`src/rtl/ahb_bus_arbiter.sv`:
```
// Round-robin AHB bus arbiter with default master, locked-transfer and fixed-burst hold,
// and SPLIT masking of masters until the slave releases them through HSPLIT.
module ahb_bus_arbiter #(
   parameter int NUM_MASTERS    = 4,
   parameter int DEFAULT_MASTER = 0
) (
   input  logic                   clock,
   input  logic                   HRESETn,
   input  logic [NUM_MASTERS-1:0] HBUSREQ,
   input  logic [NUM_MASTERS-1:0] HLOCK,
   input  logic [1:0]             HTRANS,
   input  logic [2:0]             HBURST,
   input  logic                   HREADY,
   input  logic [1:0]             HRESP,
   input  logic [15:0]            HSPLIT,
   output logic [NUM_MASTERS-1:0] HGRANT,
   output logic [3:0]             HMASTER,
   output logic                   HMASTLOCK
);

   localparam logic [1:0]  TR_NONSEQ = 2'b10;
   localparam logic [1:0]  TR_SEQ    = 2'b11;
   localparam logic [1:0]  RSP_OKAY  = 2'b00;
   localparam logic [1:0]  RSP_SPLIT = 2'b11;
   localparam logic [3:0]  DEF_IDX   = 4'(DEFAULT_MASTER);
   localparam logic [15:0] VALID     = 16'((32'd1 << NUM_MASTERS) - 32'd1);
   localparam logic [NUM_MASTERS-1:0] GRANT_ONE = {{(NUM_MASTERS-1){1'b0}}, 1'b1};

   logic [3:0]             gidx;
   logic [3:0]             beats_left;
   logic [15:0]            split_mask;

   logic [3:0]             beats_nxt;
   logic [15:0]            split_set;
   logic [15:0]            split_nxt;
   logic [15:0]            lock_ext;
   logic [15:0]            elig;
   logic                   arb_ok;
   logic [3:0]             winner;
   logic [3:0]             idx;
   logic                   found;
   logic [NUM_MASTERS-1:0] grant_nxt;

   // Beats remaining after the first one: SINGLE/INCR 0, x4 3, x8 7, x16 15.
   function automatic logic [3:0] burst_last(input logic [2:0] burst);
      logic [3:0] last;
      case (burst[2:1])
         2'b00:   last = 4'd0;
         2'b01:   last = 4'd3;
         2'b10:   last = 4'd7;
         default: last = 4'd15;
      endcase
      return last;
   endfunction

   always_comb begin
      beats_nxt = beats_left;
      if (HREADY) begin
         if (HRESP != RSP_OKAY)
            beats_nxt = 4'd0;
         else if (HTRANS == TR_NONSEQ)
            beats_nxt = burst_last(HBURST);
         else if (HTRANS == TR_SEQ && beats_left != 4'd0)
            beats_nxt = beats_left - 4'd1;
      end
   end

   // A new SPLIT on the owning master outranks a release arriving in the same cycle.
   always_comb begin
      split_set = 16'd0;
      if (HRESP == RSP_SPLIT && !HREADY)
         split_set = 16'd1 << HMASTER;
      split_nxt = ((split_mask & ~HSPLIT) | split_set) & VALID;
   end

   assign lock_ext = 16'(HLOCK);
   assign elig     = 16'(HBUSREQ) & ~split_mask & VALID;
   assign arb_ok   = HREADY & ~lock_ext[gidx] & (beats_nxt <= 4'd1);

   always_comb begin
      winner = DEF_IDX;
      found  = 1'b0;
      idx    = 4'd0;
      for (int i = 1; i <= NUM_MASTERS; i++) begin
         idx = 4'((int'(gidx) + i) % NUM_MASTERS);
         if (!found && elig[idx]) begin
            winner = idx;
            found  = 1'b1;
         end
      end
      grant_nxt = GRANT_ONE << winner;
   end

   always_ff @(posedge clock) begin
      if (!HRESETn) begin
         gidx       <= DEF_IDX;
         beats_left <= 4'd0;
         split_mask <= 16'd0;
         HGRANT     <= GRANT_ONE << DEF_IDX;
         HMASTER    <= DEF_IDX;
         HMASTLOCK  <= 1'b0;
      end else begin
         beats_left <= beats_nxt;
         split_mask <= split_nxt;
         if (arb_ok) begin
            gidx   <= winner;
            HGRANT <= grant_nxt;
         end
         if (HREADY) begin
            HMASTER   <= gidx;
            HMASTLOCK <= lock_ext[gidx];
         end
      end
   end

endmodule

```
`config.mk`:
```
export PLATFORM = sky130hd
export DESIGN_NAME = ahb_bus_arbiter
export DESIGN_NICKNAME = d
export VERILOG_FILES = /design/src/rtl/ahb_bus_arbiter.sv
export SDC_FILE = /design/constraint.sdc
export NUM_CORES = 1
export LEC_CHECK = 0
export ABC_AREA = 1
export ABC_CLOCK_PERIOD_IN_PS = 2300
export CORE_MARGIN = 4
export CORE_UTILIZATION = 49
export DETAILED_ROUTE_END_ITERATION = 7
export HOLD_SLACK_MARGIN = 0.08
export PLACE_DENSITY = 0.85
export SETUP_SLACK_MARGIN = 0.15
export SYNTH_ARGS = -nofsm -noshare
export SYNTH_HDL_FRONTEND = slang
export SYNTH_SLANG_ARGS = --single-unit
```
`constraint.sdc`:
```
create_clock -name clock -period 2.3 [get_ports clock]
set_input_delay 0.345 -clock clock [delete_from_list [all_inputs] [get_ports clock]]
set_output_delay 0.345 -clock clock [all_outputs]
set_load 0.1 [all_outputs]
```
[Word level (Yosys, flattened, before mapping)]
Cells that the tools add are included.
Word-level totals
  input bits: 34
  ROM bits: 0
  register bits: 21
  memories kept: 0
  word-level logic and storage cells: 75
  latch bits: 0
  bits in writable memories: 0
Operators by class
  div/mod/pow operators: 0
  reduce and logical (&&, ||, !) cells: 16
  bitwise operators: 12
  magnitude comparators: 6
  equality and inequality tests: 5
  shift-type cells: 2
  muxes and demuxes: 23
  add/sub/neg operators: 5
  multipliers: 0
Operators by type and width (count)
  two-way mux 4 bit: 9
  less-than comparator 4 x 5 -> 1 bit, second input constant: 5
  binary-select mux 1 bit (select 3 bit): 4
  one-hot mux 4 bit (3 select lines): 1
  AND 4 bit: 2
  equality test 2 bit, second input constant: 4
  two-way mux 1 bit: 8
  NOT 4 bit: 2
  OR reduction 2 bit: 4
  left shift 1 x 4 -> 4 bit, first input constant: 2
  logical AND 1 bit: 5
  adder 2 x 1 -> 2 bit, second input constant: 2
  adder 2 bit, second input constant: 2
  AND 1 bit, first input constant: 4
  binary-select mux 1 bit (select 4 bit): 1
  less-or-equal comparator 4 x 1 -> 1 bit, second input constant: 1
  zero test 1 bit: 4
  OR 4 bit: 1
  nonzero test 4 bit: 1
  subtractor 4 x 1 -> 4 bit, second input constant: 1
  AND 1 bit: 2
  equality test 2 x 1 -> 1 bit, second input constant: 1
  zero test 2 bit: 1
  nonzero test 2 bit: 1
  NOT 1 bit: 1

[Depth between registers and ports, before layout]
  depth after elaboration: 16
  mapped depth: 15
  depth with buffers taken out: 15

[Worst setup path after synthesis]
OpenSTA, ideal clock, no wires.
  kind: reg2reg
  from: register beats_left[0]
  to: register HGRANT[2]
  required time: 2.190 ns
  setup slack: 0.718 ns
  buffers on the path: 0
  period minus slack after synthesis: 1.582 ns
  setup time: 0.110 ns
  arrival: 1.472 ns
  stages on the path, launching flop included: 14
  path through: dfxtp_1 > inv_1 > ha_1 > inv_1 > o21ai_0 > nand2_1 > nand2_1 > nand2_1 > a21oi_1 > nand2_2 > nor2_4 > nand2_1 > nand2_1 > nor2_1
On the way
  word-level cells in the longest chain between the ends: 8
  elaborated cells on any way between the ends: 9
  those cells by class: add/sub (1); order compare (1); mux (4); bitwise (1); reduce/logical (2)
RTL lines
  start: declaration: line 30  | logic [3:0] beats_left;
  start signal: assignment: line 103  | beats_left <= beats_nxt;
  parallel branches: the longest is 5 deep, another holds subtractor 4 x 1 -> 4 bit
  two-way mux 4 bit (*): line 58  | if (HREADY) begin
  less-or-equal comparator 4 x 1 -> 1 bit (*): line 78  | assign arb_ok = HREADY & ~lock_ext[gidx] & (beats_nxt <= 4'd1);
  AND 1 bit (*): line 78
  end signal: assignment: line 99  | HGRANT <= GRANT_ONE << DEF_IDX;
  end signal: assignment: line 107  | HGRANT <= grant_nxt;
  end: declaration: line 16  | output logic [NUM_MASTERS-1:0] HGRANT,
Every way passes the cells marked *.
A chain may end at the register's enable or synchronous reset.

[Worst setup path after layout]
Same ends and word-level chain as after synthesis.

==> metrics.txt <==
cts bufs inserted 3; Worst EP arrival 1.99 ns; period utilisation layout 0.778; dpl hpwl around 2300 um; P&R area growth vs syn 21.5%; Routed Antenna Nets 0; Synth Area in Simple Gates 0.489; vias in the first global route 1160; post-synth top area share 0.259; Syn Inst Count 209; CTS Buffer Depth 2; WP data required 2.50 ns; Power Dens Cells ~710 nW/um2; final hold violation count 0; DR iter-0 viols 38; most common cell in the netlist nand2_1; worst path bufs/invs 2; xor and xnor fraction of the mapped netlist area 0; via/cell ratio 4.90; Worst VDD drop 0.572 mV; initial antenna violation count 0; setup violators final 0; H-tree depth 1; Total Die Area 3570 um2; Top FF cell, synth dfxtp_1; Die Span X ~60 um; Synth Area in Compound Gates 0.109; result of the run finished clean; number of flops mapped to enable cells by yosys 0; CTS Root Cell clkbuf_4; Slowest cell on crit path dfxtp_1; hold crit path type flop to flop; Mapped Avg Cell Area 6.29 um2; TritonRoute pass-1 iters 4; Worst path top cell family by delay simple AND/OR/NAND/NOR gates; unrepaired setup endpoints after global routing no; Register Area 340 um2; Max Clock Skew slightly above 0.009 ns; DR vias about 1300; Synth warnings 0; Avg WL per Cell 10.6 um; Area contributors post-synth dfxtp_1 26%, nand2_1 17%, nand3_1 9.5%; fmax roughly 560 MHz; clk_lat worst skew 0.29 ns; final setup margin roughly 0.51 ns; post-CTS sizing 0; Rows 18; GR Util All Layers 0.169; Max FO, Critical Path 6; Synth async-reset ratio 0; Total Wirelength 2830 um; Initial Util 0.521; cell-by-cell trace of the critical path inv_1 > ha_1 > inv_1 > o21ai_0 > nand2_1 > nand2_1 > nand2_1 > a21oi_1 > nand2_2 > nor2_4 > nand2_1 > nand2_1 > nor2_1; main combinational cell family by area after synthesis simple AND/OR/NAND/NOR gates; share of cells above drive strength 1 0.208; fin crit period 1.79 ns; multi-input logic area 805 um2; largest net degree at the start of global routing 14; synth unique cells 29; CTS clk-pin slew, worst paths 0.10 ns; MaxCap Viol Count 0; mux cell area share after synthesis 0; CTS Hold Bufs 0; final net count approximately 270; TNS Setup 0 ns; Ant. Diodes 0; largest area contributor in the netlist dfxtp_1; grt total ovfl 0; adder-cell share of the synthesized area 0.00952; Fillers 247; post-CTS setup buffers 0; CP Launch Type flop; Slowest Stage Delay on Critical Path 0.34 ns; Final Max Slew Viols 0; CORE AREA around 2500 um2; CTS tree yes; Worst Setup End Kind flop; Leakage Power 0.776 nW; sequential element share of the synthesized area 0.259; Setup WS pre-CTS 0.226 ns; Final GP Congestion roughly 0.84; dpl cell area approximately 1600 um2; IO buf count 27; Synth top cells by count 58 x nand2_1, 26 x inv_1, 25 x nand3_1; critical path class flop to flop; clock sinks 17; Syn Std Cell Area 1310 um2; Final Instance Area 1600 um2; Die Y 59.8 um; flip-flop and latch count after synthesis 17; Top cell by count, worst path nand2_1; DRC 0; first-pass GRT wire length 4700 um; total I/O pin count 43
-- power by group --
| part | internal [W] | switching, W |
|---|---|---|
| Combinational | 0.000191 | 0.000426 |
| Sequential | 0.000321 | 0.0000289 |
| Clock | 0.0000646 | 0.0000944 |
| Total | 0.000577 | 0.000549 |
-- flip-flops by register name (all words and copies together), names as in the netlist --
| signal | flops |
|---|---|
| HGRANT | 4 |
| HMASTER | 2 |
| HMASTLOCK | 1 |
| beats_left | 4 |
| gidx | 2 |
| split_mask | 4 |
-- layer usage --
layer  track usage  vias to the layer above  part of all wire
li1              -                      704                 -
met1         0.223                      563              0.48
met2         0.267                       33              0.45
met3        0.0367                        4             0.053
met4        0.0633                        0             0.013
met5             0                        -                 0
-- stage by stage --
stage	hold slack [ns]	power, W	util	cells
2_1_floorplan	0.466	0.000849	-	210
3_3_place_gp	0.452	0.000957	0.622	262
3_5_place_dp	0.465	0.000969	0.622	262
4_1_cts	0.487	0.00113	0.633	266
5_1_grt	0.500	0.00121	0.633	266
6_report	0.482	0.00113	0.633	266
-- worst min-delay path, stage by stage (launching register included) --
cell and delay (ns):
dfxtp_1 0.32, nand2_1 0.07, a21oi_2 0.05
-- kinds of logic after synthesis --
kind of cell    after synthesis
buf+inv                      39
fa+ha+maj                     1
simple gates                128
other cells                   1
flops                        17
compound gates               23
-- layout by cell type (no fill, tap or decap) --
cell type        synthesis  final
nand2_1                 58     58
inv_1                   26     26
nand3_1                 25     25
clkdlybuf4s50_1          0     20
dfxtp_1                 17     17
nor2_1                  17     17
a21oi_1                 11     11
nand2_2                  9      9
buf_4                    2      8
inv_2                    6      6
nand3_2                  6      6
o21ai_0                  5      5
or2_2                    4      4
clkbuf_4                 0      3
nor2_2                   2      2
nand3_4                  2      2
nand2_4                  2      2
nand4_1                  2      2
a21oi_2                  2      2
conb_1                   1      2
a31oi_1                  1      1
a22oi_1                  1      1
inv_4                    1      1
o211ai_2                 1      1
nor2_4                   1      1
a21boi_1                 1      1
a21boi_2                 1      1
ha_1                     1      1
clkinv_2                 0      1
-- final timing paths --
check / slack (ns) / startpoint / cells after the start / endpoint
setup / recovery: 0.51 / beats_left[0] / 13 / HGRANT[2]
hold / removal: 0.48 / HGRANT[3] / 2 / HGRANT[3]
setup reg to reg: 0.51 / beats_left[0] / 13 / HGRANT[2]
hold reg to reg: 0.48 / HGRANT[3] / 2 / HGRANT[3]
-- cell type report --
cell class | count | area share
inverter | 33 | 0.0792
clock buffer | 3 | 0.0141
sequential | 17 | 0.213
timing repair buffer | 28 | 0.163
clock inverter | 1 | 0.00313
multi-input combinational | 154 | 0.504
tap | 30 | 0.0235
Note: power is estimated with default switching activity, not from simulation.
